[src/rtl/systolic_output_collector.sv]
// systolic_output_collector
//
// Receive side of the systolic matmul output interface. Each bottom_out lane
// delivers one result column, ROWS words long, possibly skewed in time against
// the other lanes. A per-lane row counter places every valid word at
// (wr_row[c], c) of a row-major ROWS x COLS matrix. When every lane has
// delivered ROWS words the block enters DONE, pulses done and holds
// result_valid until the next start.
//
// Ports
//   clk              : clock, all sampling on posedge
//   rst              : asynchronous active-high reset
//   start            : 1-cycle pulse, clears the matrix and flags, arms COLLECT
//   bottom_out       : COLS lanes of WORD_SIZE bits, lane c at [c*WORD_SIZE +: WORD_SIZE]
//   output_col_valid : per-lane valid
//   result_matrix    : element (r,c) at [(r*COLS+c)*WORD_SIZE +: WORD_SIZE]
//   result_valid     : level, matrix complete and stable (state DONE)
//   done             : 1-cycle pulse on entry to DONE
//   busy             : high while in COLLECT
//   col_overflow     : sticky, lane c delivered more than ROWS words
//   stray_valid      : sticky, a valid arrived outside COLLECT
//   timeout_err      : sticky, COLLECT ran TIMEOUT cycles without completing
module systolic_output_collector #(
  parameter int WORD_SIZE = 16,
  parameter int ROWS      = 4,
  parameter int COLS      = 4,
  parameter int TIMEOUT   = 64
) (
  input  logic                           clk,
  input  logic                           rst,
  input  logic                           start,
  input  logic [COLS*WORD_SIZE-1:0]      bottom_out,
  input  logic [COLS-1:0]                output_col_valid,
  output logic [ROWS*COLS*WORD_SIZE-1:0] result_matrix,
  output logic                           result_valid,
  output logic                           done,
  output logic                           busy,
  output logic [COLS-1:0]                col_overflow,
  output logic                           stray_valid,
  output logic                           timeout_err
);

  // One spare bit so that ROWS and TIMEOUT themselves are representable.
  localparam int CW = $clog2(ROWS) + 1;
  localparam int TW = $clog2(TIMEOUT) + 1;
  localparam logic [CW-1:0] ROWS_C = CW'(ROWS);
  localparam logic [TW-1:0] T_LAST = TW'(TIMEOUT - 1);

  typedef enum logic [1:0] {
    S_IDLE    = 2'd0,
    S_COLLECT = 2'd1,
    S_DONE    = 2'd2
  } state_t;

  state_t                         state_reg, state_next;
  logic [CW-1:0]                  wr_row_reg [COLS];
  logic [TW-1:0]                  cyc_reg;
  logic [ROWS*COLS*WORD_SIZE-1:0] matrix_reg;
  logic [COLS-1:0]                overflow_reg;
  logic                           stray_reg;
  logic                           timeout_reg;
  logic                           done_reg;

  // start overrides everything in its cycle, so valids are not sampled then.
  logic            collecting;
  logic [COLS-1:0] lane_fire;       // word accepted and stored
  logic [COLS-1:0] lane_ovf;        // word arrived on an already full lane
  logic [COLS-1:0] lane_full_next;  // lane holds ROWS words after this edge
  logic            all_full_next;
  logic            timeout_hit;

  assign collecting = (state_reg == S_COLLECT) && !start;

  genvar gi;
  generate
    for (gi = 0; gi < COLS; gi++) begin : g_lane
      assign lane_fire[gi] = collecting && output_col_valid[gi] && (wr_row_reg[gi] < ROWS_C);
      assign lane_ovf[gi]  = collecting && output_col_valid[gi] && (wr_row_reg[gi] >= ROWS_C);
      // Looking one edge ahead lets DONE follow the last stored word by one clock.
      assign lane_full_next[gi] = (wr_row_reg[gi] >= ROWS_C) ||
                                  (lane_fire[gi] && (wr_row_reg[gi] == ROWS_C - CW'(1)));
    end
  endgenerate

  assign all_full_next = &lane_full_next;
  // Completion in the final permitted cycle takes priority over the timeout.
  assign timeout_hit   = collecting && !all_full_next && (cyc_reg >= T_LAST);

  // State register
  always_ff @(posedge clk or posedge rst) begin
    if (rst) begin
      state_reg <= S_IDLE;
    end else begin
      state_reg <= state_next;
    end
  end

  // Next-state logic
  always_comb begin
    state_next = state_reg;
    if (start) begin
      state_next = S_COLLECT;
    end else begin
      case (state_reg)
        S_COLLECT: begin
          if (all_full_next) begin
            state_next = S_DONE;
          end else if (timeout_hit) begin
            state_next = S_IDLE;
          end
        end
        S_DONE:  state_next = S_DONE;
        default: state_next = S_IDLE;
      endcase
    end
  end

  // Outputs
  always_comb begin
    busy          = (state_reg == S_COLLECT);
    result_valid  = (state_reg == S_DONE);
    done          = done_reg;
    result_matrix = matrix_reg;
    col_overflow  = overflow_reg;
    stray_valid   = stray_reg;
    timeout_err   = timeout_reg;
  end

  // Datapath: matrix, counters and sticky flags
  always_ff @(posedge clk or posedge rst) begin
    if (rst) begin
      matrix_reg   <= '0;
      cyc_reg      <= '0;
      overflow_reg <= '0;
      stray_reg    <= 1'b0;
      timeout_reg  <= 1'b0;
      done_reg     <= 1'b0;
      for (int c = 0; c < COLS; c++) begin
        wr_row_reg[c] <= '0;
      end
    end else if (start) begin
      matrix_reg   <= '0;
      cyc_reg      <= '0;
      overflow_reg <= '0;
      stray_reg    <= 1'b0;
      timeout_reg  <= 1'b0;
      done_reg     <= 1'b0;
      for (int c = 0; c < COLS; c++) begin
        wr_row_reg[c] <= '0;
      end
    end else begin
      done_reg <= (state_reg == S_COLLECT) && (state_next == S_DONE);

      if ((state_reg != S_COLLECT) && (|output_col_valid)) begin
        stray_reg <= 1'b1;
      end

      if (state_reg == S_COLLECT) begin
        cyc_reg <= cyc_reg + TW'(1);
      end

      if (timeout_hit) begin
        timeout_reg <= 1'b1;
      end

      for (int c = 0; c < COLS; c++) begin
        if (lane_fire[c]) begin
          matrix_reg[(int'(wr_row_reg[c]) * COLS + c) * WORD_SIZE +: WORD_SIZE]
            <= bottom_out[c * WORD_SIZE +: WORD_SIZE];
          wr_row_reg[c] <= wr_row_reg[c] + CW'(1);
        end
        if (lane_ovf[c]) begin
          overflow_reg[c] <= 1'b1;
        end
      end
    end
  end

endmodule

[config.mk]
export PLATFORM = sky130hd
export DESIGN_NAME = systolic_output_collector
export DESIGN_NICKNAME = d
export VERILOG_FILES = /design/src/rtl/systolic_output_collector.sv
export SDC_FILE = /design/constraint.sdc
export NUM_CORES = 1
export LEC_CHECK = 0
export BUFFER_PORTS_ARGS = -buffer_cell sky130_fd_sc_hd__buf_2
export CAP_MARGIN = 20
export CORE_ASPECT_RATIO = 0.8
export CORE_MARGIN = 2
export CORE_UTILIZATION = 40
export CTS_CLUSTER_SIZE = 8
export DETAILED_ROUTE_END_ITERATION = 10
export GPL_TIMING_DRIVEN = 0
export SLEW_MARGIN = 0
export SYNTH_ARGS = -nofsm -noshare
export SYNTH_HDL_FRONTEND = slang
export SYNTH_SLANG_ARGS = --single-unit
[constraint.sdc]
create_clock -name clk -period 18.05 [get_ports clk]
set_input_delay 1.805 -clock clk [delete_from_list [all_inputs] [get_ports clk]]
set_output_delay 1.805 -clock clk [all_outputs]
set_load 0.02 [all_outputs]
After elaboration in Yosys (flattened, before gate mapping)
Cells that the tools add are included.
{ "totals": {"reg_bits": 284, "inputBits": 71, "elab_cells": 124} }
{ "op_classes": {"addsub": 12, "magnitude_cmp": 9, "eq_ne": 8, "n_shift": 8, "muxes": 33, "n_reduce_logical": 40} }
{ "ops": {"columns": ["cell", "count"], "rows": [
  ["$mux W256", 8],
  ["$bwmux W256", 4],
  ["$shift A16 B33 Y256 const A", 4],
  ["$shiftx A16 B33 Y256", 4],
  ["$neg A10 Y33", 3],
  ["$neg A9 Y33", 1],
  ["$reduce_bool A2 Y1", 11],
  ["$logic_and A1 B1 Y1", 21],
  ["$mux W7", 2],
  ["$add A3 B1 Y3 const B", 4],
  ["$add A5 B2 Y6 const B", 2],
  ["$eq A3 B2 Y1 const B", 4],
  ["$ge A3 B3 Y1 const B", 4],
  ["$lt A3 B3 Y1 const B", 4],
  ["$mux W12", 1],
  ["$mux W3", 4],
  ["$mux W1", 9],
  ["$add A7 B1 Y7 const B", 1],
  ["$ge A7 B6 Y1 const B", 1],
  ["$add A5 B1 Y6 const B", 1],
  ["$mux W2", 3],
  ["$eq A2 B2 Y1 const B", 2],
  ["$logic_or A1 B1 Y1", 4],
  ["$mux W4", 1],
  ["other kinds (6)", 7]
]} }

Depth between registers and ports, before layout
{ "logic_depth": {"word_depth": 17, "mapped_depth": 9, "depth_no_buf": 7} }

Least setup slack after synthesis
OpenSTA, ideal clock, no wires.
{ "synth_path": {"path_type": "in2reg", "start": "input output_col_valid[0]", "end": "register matrix_reg[192], in the netlist result_matrix[192]", "arrival_time_ns": 2.909, "t_required_ns": 17.929, "setup_slack_ns": 15.020, "stages": 6, "n_path_buf": 2, "path_cell_list": "nor4bb_1 buf_4 and2_2 a21oi_2 buf_2 a22o_1"} }
{ "synth_between": {"elab_chain_len": 13} }
{ "synth_rtl": {"columns": ["item", "line", "source"], "rows": [
  ["start: declaration", "33", "input logic [COLS-1:0] output_col_valid,"],
  ["$logic_and A1 B1 Y1 (*) (2 in series)", "77", "assign lane_fire[gi] = collecting && output_col_valid[gi] && (wr_row_reg[gi] < ROWS_C);"],
  ["$mux W256 (*)", "167", "if (lane_fire[c]) begin"],
  ["$mux W256 (*)", "141", "end else if (start) begin"],
  ["$bwmux W256", "168", "matrix_reg[(int'(wr_row_reg[c]) * COLS + c) * WORD_SIZE +: WORD_SIZE]"],
  ["$mux W256 (*)", "167", null],
  ["$mux W256 (*)", "141", null],
  ["$bwmux W256", "168", null],
  ["$mux W256 (*)", "167", null],
  ["$mux W256 (*)", "141", null],
  ["$bwmux W256", "168", null],
  ["$mux W256 (*)", "167", null],
  ["$mux W256 (*)", "141", null],
  ["end signal: assignment", "132", "matrix_reg <= '0;"],
  ["end signal: assignment", "142", "matrix_reg <= '0;"],
  ["end: declaration", "58", "logic [ROWS*COLS*WORD_SIZE-1:0] matrix_reg;"]
]} }
Mark *: on every way between the ends. The rest lies on a longest branch, timed or not. The select of a mux whose other input is x is not followed.
A chain may end at the register's enable or synchronous reset.

Worst setup path in the final report
{ "layout_path": {"start": "register state_reg[1]", "end": "output busy"} }
{ "layout_between": {"elab_chain_len": 1} }
{ "layout_rtl": {"columns": ["item", "line", "source"], "rows": [
  ["start: declaration", "55", "state_t state_reg, state_next;"],
  ["start signal: assignment", "94", "state_reg <= state_next;"],
  ["$eq A2 B1 Y1", "120", "busy = (state_reg == S_COLLECT);"],
  ["end: declaration", "37", "output logic busy,"]
]} }
Every way passes these cells.

==> metrics.md <==
| Metric | Value |
|---|---|
| Status | finished clean |
| Final Hold Viols | 0 |
| Flop and latch count out of synthesis | 284 |
| CTS root buffer | clkbuf_16 |
| Stages on the worst setup path | 3 |
| Crit path buf inv count | 2 |
| Fraction of registers with async set/reset | 100.0% |
| Post-synth EDFFs | 0 |
| WP data arrival | ~1.5 ns |
| Area grow syn2layout | 29.57% |
| Max stage delay on crit path | just over 0.4 ns |
| Worst slew pin tran | ~0.76 ns |
| Cells along the critical path | inv_1 -> ha_1 -> buf_2 |
| Avg Vias per Cell | around 5.4 |
| Adder-Cell Fraction of Synth Area | 2.828% |
| Max Cap Violations | 0 |
| Worst Path Required | ~16 ns |
| DR vias | roughly 8300 |
| Clk slew on worst S/H paths | 0.05 ns |
| Core Util, Final | between 50% and 60% |
| Slowest CP cell | dfrtp_1 |
| Synth Area in Simple Gates | 5.894% |
| TritonCTS clock tree | done |
| Port buffer count | about 340 |
| Clock Tree Buf Depth | 3 |
| CORE AREA | approximately 0.027 sq mm |
| CP startpoint kind | register |
| Synth Area in Compound Gates | between 20% and 30% |
| Routed wire length | 31.23 mm |
| # hold bufs at CTS | 0 |
| F_max | between 300 and 400 MHz |
| Crit path capture type | output pin |
| Total Routing Usage GR | a little over a fifth |
| Worst R2R End | result_matrix[137] |
| I/O pin cnt | 336 |
| Fin worst setup slack | approximately 15 ns |
| CTS Sinks | 284 |
| Starting Density | approximately 40% |
| DR iter-0 viols | 400 |
| Synth warn | 0 |
| R2R depth | 7 |
| CP top delay family | flip-flops |
| Mux cell area share after synthesis | less than 1% |
| Reg2reg setup slack | 15.56 ns |
| Tcrit/Tclk final | a little under a fifth |
| Max-slew violation count | 0 |
| DIE WIDTH | between 150 and 200 microns |
| VDD IR max | around 0.058 mV |
| Mapped Area | 0.01106 sq mm |
| Vias in the first global route | approximately 8200 |
| Worst slack at placement | ~14 ns |
| DIE AREA | 0.02901 sq mm |
| Crit-path max FO | 5 |
| Skew final | between 0.015 and 0.02 ns |
| Largest net degree at the start of global routing | approximately 120 |
| Synth Flop Type | dfrtp_1 |
| First-pass GRT wire length | between 40 and 50 mm |
| RR Startpoint | wr_row_reg[9] |
| Drt wl/cell | ~20 microns |
| Worst Setup EP | busy |
| Total leakage power | slightly below 8 nW |
| 1st-pass router iterations | 4 |
| Synth unique cells | 44 |
| H-Tree Level Count | 2 |
| Post-Syn Nets | 894 |
| Postcts setup bufs | 0 |
| Minimum clock period | ~3.3 ns |
| Syn avg cell area | between 10 and 15 sq um |
| Post-CTS Resized | 0 |
| Residual DRC | 0 |
| Mapped Cells | ~800 |
| Initial antenna violation count | 2 |
| Critical path launch point | state_reg[1] |
| Share of layout cells above drive strength 1 | 38.76% |
| Die H | ~150 microns |
| Grt ovf | 0 |
| Largest family of logic cells by synthesized area | compound AO/OA/AOI/OAI gates |
| Worst hold path type | reg2reg |
| Relative slew margins | around half |
| Setup TNS Final | 0 ns |
| WHS | between 0.4 and 0.5 ns |
| Row count | 54 |
| Largest register FFs | between 200 and 300 |
| Worst skew pair latency | between 0.5 and 0.6 ns |
| Unrepaired setup endpoints after global routing | false |
| Post-Synth XOR/XNOR Area | 0.6335% |
| Nets | ~1300 |
| Sequential share of the synthesized area | between 60% and 70% |
| Crit path kind | reg2out |
| Num CTS Buffers | 41 |
| Final GP Congestion | 0.7962 |
| Post-route antenna net violation count | 0 |
| PwrDens | 102.2 mW/mm^2 |
| Hpwl dp | about 21 mm |
| Final setup fails | 0 |
| Filler cell count in the final layout | around 2400 |
how the worst min path moves through the flow:
stage                       from           endpoint  cells after the start
4_1_cts          col_overflow[1]    col_overflow[1]                      2
3_3_place_gp         timeout_err        timeout_err                      1
2_1_floorplan         cyc_reg[4]         cyc_reg[4]                      2
6_report         col_overflow[2]    col_overflow[2]                      2
3_5_place_dp     col_overflow[1]    col_overflow[1]                      2
5_1_grt        result_matrix[24]  result_matrix[24]                      1
synth_stat cells, types with 6 or more instances:
library cell	number	area (sq um)
and4_1	8	70.07
a21oi_2	13	113.9
buf_2	25	125.1
o21ai_0	19	95.09
nand2_1	36	135.1
inv_1	18	67.56
nor2_1	27	101.4
a22o_1	240	2102
dfrtp_1	284	7107
a31oi_1	6	37.54
a21oi_1	13	65.06
ha_1	25	312.8
buf_4	16	120.1
metrics by stage:
stage	area, sq um	instances	power, W
6_report	14330	1544	0.001464
5_1_grt	14330	1544	0.001524
4_1_cts	14330	1543	0.001482
3_5_place_dp	13260	1499	0.0008075
3_3_place_gp	13190	1497	0.0008050
2_1_floorplan	11060	798	0.0007515
layer usage:
layer / GRT usage, % / up-vias / routed length, microns
met5: 0 / - / 13
li1: - / 3760 / -
met3: 4.491 / 59 / 2023
met4: 6.718 / 2 / 778
met1: 30.77 / 4250 / 14160
met2: 32.34 / 274 / 14250
where the power goes:
part / switching [W] / internal [W]
clock: 0.000256 / 0.000412
sequential: 0.0000120 / 0.000655
combinational: 0.0000889 / 0.0000402
total: 0.000357 / 0.00111
placed cells by master (no fill, tap or decap), types with 2 or more instances in the layout:
cell / instances
buf_6: 5
clkbuf_1: 5
nor2_1: 27
and3_1: 4
o21ai_0: 19
a31oi_1: 6
nand4_1: 5
nand2b_1: 2
ha_1: 25
inv_1: 17
buf_16: 2
clkbuf_16: 41
nand2_2: 2
buf_1: 2
a22o_1: 240
a21oi_2: 13
o2bb2ai_1: 2
nor4b_4: 2
a21oi_1: 13
inv_6: 2
nor4_1: 3
nand3b_1: 5
xnor2_1: 4
dfrtp_1: 284
buf_4: 16
nor3b_4: 3
mux2i_1: 3
xor2_1: 4
buf_2: 360
nand2_1: 36
and4_1: 8
nor3_4: 2
worst register-to-register path: cells and delay by family (launching register included):
| kind | cells | cell delay (ns) |
|---|---|---|
| fa+ha+maj | 2 | 0.61 |
| compound gates | 2 | 0.56 |
| flops | 1 | 0.55 |
| buf+inv | 2 | 0.45 |
| simple gates | 1 | 0.24 |
area by class of cell:
type                       instances  area (sq um)  area share, %
antenna                            1         2.502        0.01746
buffer                            54         332.8          2.322
clock buffer                      41          1026          7.159
clock inverter                     3         47.55         0.3318
inverter                          19         78.83         0.5500
multi-input combinational        441          3550          24.77
sequential                       284          7107          49.59
tap                              364         455.4          3.178
timing repair buffer             337          1732          12.08
kinds of logic after synthesis:
logic type	count (synthesis)
adder cells (fa/ha/maj)	25
XOR/XNOR	8
AO/OA/AOI/OAI	298
multiplexers	4
buffers and inverters	73
flip-flops	284
AND/OR/NAND/NOR	106
Note: power is estimated with default switching activity, not from simulation.
